**src/rtl/aurora_tx_frame_buffer.sv**
```systemverilog
// aurora_tx_frame_buffer
// TX ingress buffer in front of data_controller. User AXI4-Stream words are
// queued as {last, data}. Whole frames are released (store-and-forward) once the
// link is up; a full FIFO falls back to cut-through so oversized frames still
// drain. Each released word is paced by tx_ready from the lane scheduler.
module aurora_tx_frame_buffer #(
   parameter  int DATA_W = 32,
   parameter  int DEPTH  = 16,
   localparam int LVL_W  = $clog2(DEPTH + 1)
) (
   input  logic              clk,
   input  logic              rst,
   input  logic              channel_init_finished,
   input  logic              s_axis_tvalid,
   output logic              s_axis_tready,
   input  logic              s_axis_tlast,
   input  logic [DATA_W-1:0] s_axis_tdata,
   input  logic              tx_ready,
   output logic              axi_valid,
   output logic              axi_last,
   output logic [DATA_W-1:0] axi_data,
   output logic [LVL_W-1:0]  fill_level,
   output logic              underrun
);

   localparam int AW = $clog2(DEPTH);

   typedef enum logic [1:0] {
      ST_INIT  = 2'd0,
      ST_RUN   = 2'd1,
      ST_FLUSH = 2'd2
   } state_t;

   state_t              r_state;
   state_t              w_state_next;

   logic [DATA_W:0]     r_mem [DEPTH];
   logic [AW:0]         r_wr_ptr;
   logic [AW:0]         r_rd_ptr;
   logic [LVL_W-1:0]    r_fill;
   logic [LVL_W-1:0]    r_frame_cnt;
   logic                r_in_frame;

   logic                w_empty;
   logic                w_full;
   logic                w_run;
   logic                w_wr_en;
   logic                w_pop;
   logic [DATA_W:0]     w_rd_entry;
   logic                w_wr_last;
   logic                w_pop_last;

   // The extra pointer bit separates "same slot, empty" from "same slot, full".
   assign w_empty    = (r_wr_ptr == r_rd_ptr);
   assign w_full     = (r_wr_ptr[AW] != r_rd_ptr[AW]) &&
                       (r_wr_ptr[AW-1:0] == r_rd_ptr[AW-1:0]);
   assign w_run      = (r_state == ST_RUN);

   assign s_axis_tready = w_run && !w_full;
   assign w_wr_en       = s_axis_tvalid && s_axis_tready;

   // Release a word when a frame is in flight, a complete frame is queued, or
   // the FIFO is full (cut-through so an over-long frame cannot deadlock).
   assign w_rd_entry = r_mem[r_rd_ptr[AW-1:0]];
   assign w_pop      = w_run && tx_ready && !w_empty &&
                       (r_in_frame || (r_frame_cnt != '0) || w_full);
   assign w_wr_last  = w_wr_en && s_axis_tlast;
   assign w_pop_last = w_pop && w_rd_entry[DATA_W];

   assign fill_level = r_fill;

   // Link state register.
   always_ff @(posedge clk) begin
      if (rst) begin
         r_state <= ST_INIT;
      end else begin
         r_state <= w_state_next;
      end
   end

   // Link state transitions: FLUSH lasts exactly one cycle and discards the queue.
   always_comb begin
      w_state_next = r_state;
      case (r_state)
         ST_INIT:  if (channel_init_finished)  w_state_next = ST_RUN;
         ST_RUN:   if (!channel_init_finished) w_state_next = ST_FLUSH;
         ST_FLUSH: w_state_next = ST_INIT;
         default:  w_state_next = ST_INIT;
      endcase
   end

   // Storage array; no reset so it maps onto RAM, pointers define validity.
   always_ff @(posedge clk) begin
      if (w_wr_en && !rst) begin
         r_mem[r_wr_ptr[AW-1:0]] <= {s_axis_tlast, s_axis_tdata};
      end
   end

   // Pointers, fill level, complete-frame count and in-frame tracking.
   always_ff @(posedge clk) begin
      if (rst || (r_state == ST_FLUSH)) begin
         r_wr_ptr    <= '0;
         r_rd_ptr    <= '0;
         r_fill      <= '0;
         r_frame_cnt <= '0;
         r_in_frame  <= 1'b0;
      end else begin
         if (w_wr_en) r_wr_ptr <= r_wr_ptr + (AW+1)'(1);
         if (w_pop)   r_rd_ptr <= r_rd_ptr + (AW+1)'(1);

         case ({w_wr_en, w_pop})
            2'b10:   r_fill <= r_fill + LVL_W'(1);
            2'b01:   r_fill <= r_fill - LVL_W'(1);
            default: r_fill <= r_fill;
         endcase

         case ({w_wr_last, w_pop_last})
            2'b10:   r_frame_cnt <= r_frame_cnt + LVL_W'(1);
            2'b01:   r_frame_cnt <= r_frame_cnt - LVL_W'(1);
            default: r_frame_cnt <= r_frame_cnt;
         endcase

         if (w_pop) r_in_frame <= ~w_rd_entry[DATA_W];
      end
   end

   // Output strobe towards data_controller; data holds between strobes.
   always_ff @(posedge clk) begin
      if (rst) begin
         axi_valid <= 1'b0;
         axi_last  <= 1'b0;
         axi_data  <= '0;
         underrun  <= 1'b0;
      end else begin
         axi_valid <= w_pop;
         axi_last  <= w_pop_last;
         if (w_pop) axi_data <= w_rd_entry[DATA_W-1:0];
         underrun  <= w_run && r_in_frame && tx_ready && w_empty;
      end
   end

endmodule

```
**config.mk**
```make
export PLATFORM = sky130hd
export DESIGN_NAME = aurora_tx_frame_buffer
export DESIGN_NICKNAME = d
export VERILOG_FILES = /design/src/rtl/aurora_tx_frame_buffer.sv
export SDC_FILE = /design/constraint.sdc
export NUM_CORES = 1
export LEC_CHECK = 0
export BUFFER_PORTS_ARGS = -buffer_cell sky130_fd_sc_hd__buf_4
export CELL_PAD_IN_SITES_DETAIL_PLACEMENT = 1
export CELL_PAD_IN_SITES_GLOBAL_PLACEMENT = 1
export CORE_MARGIN = 2
export CORE_UTILIZATION = 38
export DETAILED_ROUTE_END_ITERATION = 16
export PLACE_DENSITY_LB_ADDON = 0.1
export SLEW_MARGIN = 20
export SYNTH_ARGS = -nofsm -noshare
export SYNTH_HDL_FRONTEND = slang
export SYNTH_SLANG_ARGS = --single-unit
```
**constraint.sdc**
```tcl
create_clock -name clk -period 7.1 [get_ports clk]
set_input_delay 0.71 -clock clk [delete_from_list [all_inputs] [get_ports clk]]
set_output_delay 0.71 -clock clk [all_outputs]
set_load 0.02 [all_outputs]
```
==> results of run 1 <==
==> layer usage <==
metal	up-vias	track usage [%]
met2	183	29.19
met3	73	3.009
met4	0	5.281
met1	6103	25.19
met5	-	0
li1	5082	-
==> worst paths after layout <==
kind,start,to,slack [ps],cells past startpoint
setup / recovery,r_wr_ptr[2]$_SDFFE_PP0P_,r_frame_cnt[4]$_SDFFE_PP0P_,3000,12
hold / removal,channel_init_finished,r_state[1]$_SDFFE_PP0P_,300,2
setup reg to reg,r_wr_ptr[2]$_SDFFE_PP0P_,r_frame_cnt[4]$_SDFFE_PP0P_,3000,12
hold reg to reg,axi_data[18]$_SDFFE_PP0P_,axi_data[18]$_SDFFE_PP0P_,490,2
==> cells in the final DEF (no fill, tap or decap), types with 5 or more instances in the layout <==
cell         n
a21oi_1     19
dfxtp_1     58
mux2_2      65
a211oi_1    64
clkinv_2     5
clkbuf_1    23
inv_1       10
edfxtp_1   528
or3_1        5
o22ai_1     32
clkbuf_8     8
clkbuf_16   69
nor2b_1     34
nor2_1      53
nor3_2       7
mux2i_1      5
ha_1        13
xnor2_1     11
mux4_2     100
o21ai_0      8
nor4_2       8
nor3_1      68
nand2b_1     5
buf_4      100
nand2_1      8
==> sequential cells by signal, indices dropped and copies added, names as in the netlist, named ones only <==
signal,cells
axi_valid,1
r_state,2
underrun,1
r_in_frame,1
fill_level,5
r_mem,528
r_wr_ptr,5
r_frame_cnt,5
axi_data,32
axi_last,1
r_rd_ptr,5
==> through the flow <==
stage                     hold WS, ps  instances  setup WS (ps)  cell area [sq um]  util (%)
after global placement          479.0       2011           3083              24310     41.11
after detailed placement        479.1       2011           2957              24310     41.12
after floorplan                 453.2       1209           2016              22780         -
final                           302.8       2129           2995              26440     44.71
after global routing            288.6       2128           2627              26430     44.70
after CTS                       263.9       2128           2933              26430     44.70
==> cell families (layout without fill, tap and decap cells) <==
family,count (synthesis),in the layout
mux,171,171
xor+xnor,15,15
compound gates,130,130
buf+inv,84,230
other cells,0,1
flops,590,590
fa+ha+maj,15,15
simple gates,204,204
==> worst max-delay path, stage by stage, from the launching register on <==
cell and delay (ps):
dfxtp_1 750, xnor2_1 220, and4_4 310, mux2i_4 240, buf_4 590, nor2_1 170
ha_1 330, fa_1 440, a21o_1 200, a21oi_1 200, xor2_1 100, or3_1 310
a21oi_1 140
==> cell type report <==
type	instances	area share, %
Inverter	11	0.1562
Clock buffer	100	7.274
Antenna cell	1	0.009466
Clock inverter	17	0.7336
Multi-Input combinational cell	535	20.46
Tap cell	773	3.658
Sequential cell	590	64.72
Timing Repair Buffer	102	2.991
==> where the power goes <==
part / internal, mW / total [mW] / switching [mW] / leakage [nW]
clock: 2.01 / 3.35 / 1.33 / 1.03
sequential: 3.78 / 3.79 / 0.00343 / 5.25
combinational: 0.0269 / 0.0945 / 0.0677 / 1.96
total: 5.82 / 7.23 / 1.40 / 8.24
==> impl_results.md, run 1 <==
* Status: finished, final reports clean
* Initial Util at 38.53%
* Largest net degree at the start of global routing at 129
* Sequential share of the synthesized area at 75.04%
* Root Buffer: clkbuf_16
* Detailed-placement wirelength estimate at 26.62 mm
* Tcrit/Tclk final at 57.81%
* Final setup vio count at 0
* Top-count cell post-synth: edfxtp_1
* Avg Cell Area, Syn at 18.85 sq um
* Setup crit start kind: flip-flop
* Ys async rst share at 0%
* Max Slew Vio Count at 0
* YS warnings at 0
* Leakage at 8.245 nW
* Final Hold Fails at 0
* Post-Route Skew at 11.85 ps
* Routed WL per cell at 25.76 um
* Rel. slew slack at 33.60%
* Max Cap Violations at 0
* VDD IR-drop max at 0.0001783 V
* Gates resized, CTS repair at 0
* GRT Resource Usage Total at 18.04%
* Final min period at 4105 ps
* Crit path DAT at 4600 ps
* Residual DRC count at 0
* Synth top cells by count: edfxtp_1, mux4_2, nor3_1
* Yosys reg bits at 590
* Std-Cell Rows at 89
* Post-Synth Simple-Gate Area at 4.536%
* Crit path kind: flip-flop to flip-flop
* Hold_buf cts at 0
* Top cells by area, synth: edfxtp_1, mux4_2, dfxtp_1
* Post-CTS Setup Repair Bufs at 0
* Die area at 0.06193 sq mm
* Die W at 248.9 um
* Worst Hold Class: primary input to flip-flop
* Initial DRC count at 663
* Worst-path clk slew at 60 ps
* Setup_tns at 0 ps
* Clock buffer count from CTS at 67
* Vias in the first global route at 12.49k
* TritonCTS clock tree: built
* Fmax at 243.6 MHz
* Synth Flop Type: edfxtp_1
* PwrDens at 273.4 mW/mm^2
* Synth Area in Compound Gates at 3.855%
* P&R area growth vs syn at 16.03%
* GR Overflow Total at 0
* Clock tree buffer depth at 3
* Clk_lat worst skew at 580 ps
* Slew @ Worst Pin at 990.6 ps
* ANT nets after route at 0
* FF/Latch Area at 0.01711 sq mm
* DRT met1 WL at 25.53 mm
* I/O Pins at 79
* Core area at 0.05913 sq mm
* Global-route wire length before repair at 82.70 mm
* GP Congestion at 0.7001
* Port Buffers at 78
* Post-synth top area share at 69.59%
* Syn nets at 1262
* Met2 wire length at 26.15 mm
* Initial antenna violation count at 1
* EDFF count, synth at 528
* Routed WL at 54.84 mm
* Main combinational cell family by area after synthesis: multiplexers
* Area taken by multi-input logic gates at 0.005409 sq mm
* DR WL met3 at 2.115 mm
* Required @ worst endpoint at 7600 ps
* Die height at 248.9 um
* Post-Synthesis Cells at 1209
* Critical Path End Type: flip-flop
* Synth area leader: edfxtp_1
* Sink Count at 590
* H-Tree Depth at 3
* FILL cells at 5521
* Post-Syn Area at 0.02278 sq mm
* XOR/XNOR share of the synthesized area at 0.5766%
* Overall power at 7.228 mW
* Final net count at 1360
* Critical Path Fanout Max at 42
* Layout cells sized above 1 at 28.34%
* Count of cell types in the netlist at 39
* Area share of fa/ha/maj cells after synthesis at 0.8896%
* Vias at 11.44k
* Drt pass-1 iters at 6
* Drt via density at 5.374
* Post-synthesis mux area share at 13.38%
* Max Used Layer: met4
* RSZ-0062 raised after global routing: false
Note: power is estimated with default switching activity, not from simulation.
==> run 2, diff against run 1 <==
Settings changed: ABC_AREA set to 1.
Clock period 7.1 ns to 3.35 ns, I/O delays scaled along.
==> impl_results.md, run 2 <==
* Die area at 0.06516 sq mm (was 0.06193 sq mm)
* Sink Count at 590 (unchanged)
* Crit Reg-Reg Startpoint: r_wr_ptr[1]$_SDFFE_PP0P_ (was r_wr_ptr[2]$_SDFFE_PP0P_)
* I/O Pins at 79 (unchanged)
* Synth area leader: edfxtp_1 (unchanged)
* Avg Cell Area, Syn at 11.35 sq um (was 18.85 sq um)
* Most frequent cells in the layout: edfxtp_1, nor2_1, nand2_1 (was edfxtp_1, mux4_2, buf_4)
* Core area at 0.06274 sq mm (was 0.05913 sq mm)
* CP peak stage delay at 430 ps (was 750 ps)
* Top cells by area, synth: edfxtp_1, nor2_1, dfxtp_1 (was edfxtp_1, mux4_2, dfxtp_1)
* Worst Hold Class: primary input to flip-flop (unchanged)
* Fmax at 354.2 MHz (was 243.6 MHz)
* Initial antenna violation count at 0 (was 1)
* CP max stage cell: dfxtp_1 (unchanged)
* Std-Cell Rows at 92 (was 89)
* Clk_lat worst skew at 610 ps (was 580 ps)
* GP Congestion at 0.7746 (was 0.7001)
* Sequential share of the synthesized area at 71.26% (was 75.04%)
* Vias at 15.84k (was 11.44k)
* Final setup vio count at 0 (unchanged)
* Post-Layout Cell Count at 3089 (was 2129)
* Syn nets at 2166 (was 1262)
* VDD IR-drop max at 0.0003669 V (was 0.0001783 V)
* Worst Hold Path EP: r_mem[4][28]$_DFFE_PP_ (was r_state[1]$_SDFFE_PP0P_)
* Commonest non-fill, non-tap cell in the layout: edfxtp_1 (unchanged)
* Critical Path End Type: flip-flop (unchanged)
* Worst r2r dst: r_frame_cnt[4]$_SDFFE_PP0P_ (unchanged)
* Routed WL at 67.29 mm (was 54.84 mm)
* Area taken by multi-input logic gates at 0.005797 sq mm (was 0.005409 sq mm)
* Clock buffer count from CTS at 67 (unchanged)
* Drt pass-1 iters at 4 (was 6)
* R2R depth at 16 (was 12)
* Vias in the first global route at 16.56k (was 12.49k)
* FF/Latch Area at 0.01711 sq mm (unchanged)
* Global-route wire length before repair at 102.3 mm (was 82.70 mm)
* # diodes at 0 (was 1)
* Port Buffers at 78 (unchanged)
* Rel. slew slack at 26.10% (was 33.60%)
* Setup_tns at 0 ps (unchanged)
* Dpl cells at 2962 (was 2011)
* Die height at 255.3 um (was 248.9 um)
* Max Cap Violations at 0 (unchanged)
* Leakage at 10.08 nW (was 8.245 nW)
* Initial Util at 38.24% (was 38.53%)
* P&R area growth vs syn at 15.89% (was 16.03%)
* Final min period at 2823 ps (was 4105 ps)
* Yosys reg bits at 590 (unchanged)
* FILL cells at 6674 (was 5521)
* YS warnings at 0 (unchanged)
* Tcrit/Tclk final at 84.27% (was 57.81%)
* Setup crit start kind: flip-flop (unchanged)
* GR Overflow Total at 0 (unchanged)
* TritonCTS clock tree: built (unchanged)
* Routed WL per cell at 21.78 um (was 25.76 um)
* Final Hold Fails at 0 (unchanged)
* Die W at 255.3 um (was 248.9 um)
* Post-Syn Area at 0.02399 sq mm (was 0.02278 sq mm)
* Final net count at 2243 (was 1360)
* Detailed-placement wirelength estimate at 34.39 mm (was 26.62 mm)
* Critical Path Fanout Max at 6 (was 42)
* GRT Resource Usage Total at 21.17% (was 18.04%)
* Hold Crit Depth at 1 (was 2)
* Max reg flops at 528 (unchanged)
* EDFF count, synth at 528 (unchanged)
* RSZ-0062 raised after global routing: false (unchanged)
* Count of cell types in the netlist at 30 (was 39)
* Slew @ Worst Pin at 1108 ps (was 990.6 ps)
* H-Tree Depth at 3 (unchanged)
* Layout cells sized above 1 at 11.46% (was 28.34%)
* Worst-path clk slew at 60 ps (about the same)
* Reg2Reg Setup Slack at 530 ps (was 3000 ps)
* Max Slew Vio Count at 0 (unchanged)
* Ys async rst share at 0% (unchanged)
* Clock tree buffer depth at 3 (unchanged)
* Status: finished, final reports clean (unchanged)
* PwrDens at 560.8 mW/mm^2 (was 273.4 mW/mm^2)
* Crit path DAT at 3300 ps (was 4600 ps)
* Synth Flop Type: edfxtp_1 (unchanged)
* Synth top cells by count: edfxtp_1, nor2_1, nand2_1 (was edfxtp_1, mux4_2, nor3_1)
* Crit path kind: flip-flop to flip-flop (unchanged)
* Top-count cell post-synth: edfxtp_1 (unchanged)
* Residual DRC count at 0 (unchanged)
* Root Buffer: clkbuf_16 (unchanged)
* ANT nets after route at 0 (unchanged)
* Initial DRC count at 959 (was 663)
* Post-synth top area share at 66.09% (was 69.59%)
* Min-Delay Startpoint: s_axis_tdata[28] (was channel_init_finished)
* Post-Synthesis Cells at 2113 (was 1209)
* Drt via density at 5.127 (was 5.374)
* Post-Route Skew at 27.09 ps (was 11.85 ps)
* Largest net degree at the start of global routing at 220 (was 129)
* Required @ worst endpoint at 3820 ps (was 7600 ps)
* Critical path, cell by cell: inv_1 -> nand2_1 -> nand2_1 -> nor2_1 -> nand3b_2 -> nand2_2 -> nand2_4 -> nor2_1 -> ha_1 -> ha_1 -> a21oi_1 -> nand2_1 -> a21oi_1 -> o21ai_0 -> o21bai_1 -> a21oi_1 (was xnor2_1 -> and4_4 -> mux2i_4 -> buf_4 -> nor2_1 -> ha_1 -> fa_1 -> a21o_1 -> a21oi_1 -> xor2_1 -> or3_1 -> a21oi_1)
run 2: cell count changes after synthesis, sizes merged, moves of 100 or more:
| cell | delta |
|---|---|
| inv | +149 |
| mux4 | -100 |
| nand2 | +276 |
| nand3 | +215 |
| nor2 | +316 |
| o21ai | +201 |
run 2: worst max path at each step:
stage,from,end,depth (start not counted)
after detailed placement,r_wr_ptr[1]$_SDFFE_PP0P_,r_frame_cnt[4]$_SDFFE_PP0P_,16
after floorplan,r_wr_ptr[2]$_SDFFE_PP0P_,r_mem[3][0]$_DFFE_PP_,10
final,r_wr_ptr[1]$_SDFFE_PP0P_,r_frame_cnt[4]$_SDFFE_PP0P_,16
after global routing,r_wr_ptr[2]$_SDFFE_PP0P_,r_frame_cnt[4]$_SDFFE_PP0P_,16
after CTS,r_wr_ptr[1]$_SDFFE_PP0P_,r_frame_cnt[4]$_SDFFE_PP0P_,16
after global placement,r_wr_ptr[2]$_SDFFE_PP0P_,fill_level[4]$_SDFFE_PP0P_,15
run 2: what timing repair did:
item                       CTS  global route
hold buffers                 5             0
setup endpoints to repair    0             0
hold endpoints to repair    19             0
buffers inserted             0             0
gates resized for setup      0             0
run 2: logic make-up after synthesis:
| logic type | synth area share, % |
|---|---|
| XOR/XNOR | 0.5111 |
| AND/OR/NAND/NOR | 15.09 |
| flip-flops | 71.26 |
| adder cells (fa/ha/maj) | 0.8449 |
| AO/OA/AOI/OAI | 7.249 |
| buffers and inverters | 5.048 |
run 2: final cells by class:
class                      count  share of cell area [%]
sequential                   590                   61.53
multi-input combinational   1241                   20.85
timing repair buffer         128                   3.785
clock inverter                26                   1.022
inverter                     162                   2.214
tap                          846                   3.807
clock buffer                  96                   6.791
run 2: power by group:
part | total (mW) | switching [mW] | internal, mW
logic | 0.243 | 0.178 | 0.0650
registers | 8.02 | 0.00795 | 8.02
clock network | 7.32 | 2.99 | 4.33
run 2: routing by layer:
layer | track usage [%] | vias up | wire length [um]
met3 | 2.949 | 86 | 2443
met5 | 0 | - | 0
li1 | - | 7425 | -
met2 | 36.04 | 254 | 32860
met1 | 28.15 | 8071 | 30510
met4 | 6.433 | 0 | 1474
run 2: metrics by stage:
stage          cell area (sq um)  setup slack [ps]  util (%)  power (mW)  hold slack [ps]
2_1_floorplan              23990            -483.2         -       8.260            406.7
3_3_place_gp               25580             658.7     40.77       8.414            438.8
3_5_place_dp               25580             544.3     40.77       8.423            456.3
4_1_cts                    27800             510.9     44.31       15.78           0.4414
5_1_grt                    27800             143.5     44.32       16.08            27.61
6_report                   27800             527.0     44.32       15.59            34.82
run 2: critical path: cells and delay by family, from the launching register on:
kind / cells / cell delay (ps)
AND/OR/NAND/NOR: 8 / 950
adder cells (fa/ha/maj): 2 / 640
AO/OA/AOI/OAI: 5 / 560
flip-flops: 1 / 430
buffers and inverters: 1 / 120
==> run 3, diff against run 2 <==
Settings changed: ABC_AREA 1 to 0.
Clock period 3.35 ns to 2.72 ns, I/O delays scaled along.
==> impl_results.md, run 3 (same netlist as run 1, synthesis figures left out) <==
* Status: complete, but fails checks (was finished, final reports clean)
* Failing checks: negative setup slack
* Detailed-placement wirelength estimate at 31.03 mm (was 34.39 mm)
* Placed Area at 0.02516 sq mm (was 0.02558 sq mm)
* Global-route wire length before repair at 87.42 mm (was 102.3 mm)
* Layout cells sized above 1 at 31.71% (was 11.46%)
* Dpl cells at 2073 (was 2962)
* Reg power frac at 52.4% (was 51.5%)
* Critical Path End Type: flip-flop (unchanged)
* Drt via density at 5.342 (was 5.127)
* Residual DRC count at 0 (unchanged)
* GP Congestion at 0.7085 (was 0.7746)
* Core area at 0.05913 sq mm (was 0.06274 sq mm)
* Port Buffers at 78 (unchanged)
* Final net count at 1460 (was 2243)
* GRT Resource Usage Total at 19.04% (was 21.17%)
* Net Sw Frac at 20.05% (was 20.39%)
* Drt pass-1 iters at 5 (was 4)
* Root Buffer: clkbuf_16 (unchanged)
* Tcrit/Tclk final at 100.3% (was 84.27%)
* RSZ-0062 raised after global routing: true (was false)
* Die area at 0.06193 sq mm (was 0.06516 sq mm)
* Final setup vio count at 1 (was 0)
* # diodes at 0 (unchanged)
* Worst-path clk slew at 60 ps (about the same)
* Required @ worst endpoint at 3230 ps (was 3820 ps)
* Max reg flops at 528 (unchanged)
* Setup crit start kind: flip-flop (unchanged)
* Power share of the combinational group at 1.7% (was 1.6%)
* Post-Layout Cell Count at 2233 (was 3089)
* Vias in the first global route at 13.25k (was 16.56k)
* Post-route cell area at 0.02771 sq mm (was 0.02780 sq mm)
* Crit path DAT at 3240 ps (was 3300 ps)
* Clock tree buffer depth at 3 (unchanged)
* Clk_lat worst skew at 610 ps (about the same)
* Max Cap Violations at 0 (unchanged)
* Final Hold Fails at 0 (unchanged)
* Initial DRC count at 752 (was 959)
* Internal power at 15.07 mW (was 12.41 mW)
* Clock power frac at 45.9% (was 47.0%)
* Initial Util at 38.53% (was 38.24%)
* Critical Path Fanout Max at 5 (was 6)
* GR Overflow Total at 0 (unchanged)
* Std-Cell Rows at 89 (was 92)
* Fmax at 366.4 MHz (was 354.2 MHz)
* Sink Count at 590 (unchanged)
* Most frequent cells in the layout: edfxtp_1, buf_4, mux4_2 (was edfxtp_1, nor2_1, nand2_1)
* Crit path kind: flip-flop to flip-flop (unchanged)
* Sw Pwr at 3.779 mW (was 3.179 mW)
* TritonCTS clock tree: built (unchanged)
* I/O Pins at 79 (unchanged)
* Final min period at 2729 ps (was 2823 ps)
* Rel. slew slack at 52.68% (was 26.10%)
* PwrDens at 680.2 mW/mm^2 (was 560.8 mW/mm^2)
* Initial antenna violation count at 1 (was 0)
* Worst Hold Class: primary input to flip-flop (unchanged)
* VDD IR-drop max at 0.0004105 V (was 0.0003669 V)
* Die W at 248.9 um (was 255.3 um)
* Routed WL per cell at 25.77 um (was 21.78 um)
* Largest net degree at the start of global routing at 115 (was 220)
* Clock buffer count from CTS at 67 (unchanged)
* H-Tree Depth at 3 (unchanged)
* Setup ws final at -9.079 ps (was 527.0 ps)
* Final core utilization at 46.86% (was 44.32%)
* Vias at 11.93k (was 15.84k)
* Commonest non-fill, non-tap cell in the layout: edfxtp_1 (unchanged)
* Post-Route Skew at 20.89 ps (was 27.09 ps)
* Die height at 248.9 um (was 255.3 um)
* ANT nets after route at 0 (unchanged)
* Slew @ Worst Pin at 709.8 ps (was 1108 ps)
* Routed WL at 57.54 mm (was 67.29 mm)
* Leakage at 8.808 nW (was 10.08 nW)
* Max Slew Vio Count at 0 (unchanged)
* P&R area growth vs syn at 21.60% (was 15.89%)
run 3: cell count changes in the layout (fill, tap and decap cells not counted), moves of 100 or more:
cell,change
o21ai_0,-173
nand3_1,-214
nor2_1,-303
nand2_1,-275
inv_1,-139
mux4_2,+100
run 3: per-layer routing:
metal	global-route usage [%]	wire, um	up-vias	share of wire, %
met5	0	13	-	0.023
met1	25.66	25860	6347	45
li1	-	-	5301	-
met3	2.863	1989	78	3.5
met2	31.87	28400	201	49
met4	6.095	1277	2	2.2
run 3: timing repair:
item                                    CTS  global route
buffers inserted                          4             1
cloned                                    0             0
gates resized for setup                  16             3
hold buffers                             33             0
pin swaps                                11             1
endpoints found under the setup margin    2             2
hold endpoints to repair                505             0
run 3: worst paths after layout:
check        depth (start not counted)                      start                     endpoint  slack [ps]
max                                 11                  flip-flop  r_frame_cnt[4]$_SDFFE_PP0P_          -9
min                                  1           s_axis_tdata[24]      r_mem[13][24]$_DFFE_PP_          50
max reg2reg                         11                  flip-flop  r_frame_cnt[4]$_SDFFE_PP0P_          -9
min reg2reg                          2  axi_data[20]$_SDFFE_PP0P_    axi_data[20]$_SDFFE_PP0P_         490
run 3: worst max-delay path, cell delays in order, from the launching register on:
cell and delay, ps:
dfxtp_4 390, mux4_2 510, mux2i_1 150, mux2_4 200, nor2_4 40, ha_4 160, fa_2 360, a21o_1 170
a21oi_2 130, xor2_1 80, or3_1 310, a21oi_1 130
run 3: final cells by class:
type | instances | area (sq um)
Tap cell | 773 | 967.2
Multi-Input combinational cell | 535 | 5604
Inverter | 11 | 43.79
Fill cell | 5468 | 31420
Sequential cell | 590 | 17110
Clock inverter | 21 | 206.4
Clock buffer | 101 | 1877
Timing Repair Buffer | 202 | 1894
run 3: through the flow:
step	worst slack, ps	power (mW)	setup TNS, ps	hold slack [ps]
floorplan	-657.0	10.15	-117580	348.8
global placement	-274.4	10.34	-429.7	448.6
detailed placement	-262.5	10.35	-478.5	456.7
CTS	-18.53	19.10	-18.53	18.13
global route	-120.4	19.47	-230.7	33.96
finish	-9.079	18.85	-9.079	49.72
run 3: power by group through the flow:
stage          clock, mW  sequential [mW]  combinational [mW]
6_report            8.65             9.88               0.323
5_1_grt             9.24             9.87               0.357
4_1_cts             8.90             9.88               0.328
3_5_place_dp           0             10.1               0.286
3_3_place_gp           0             10.1               0.274
2_1_floorplan          0             10.1              0.0756
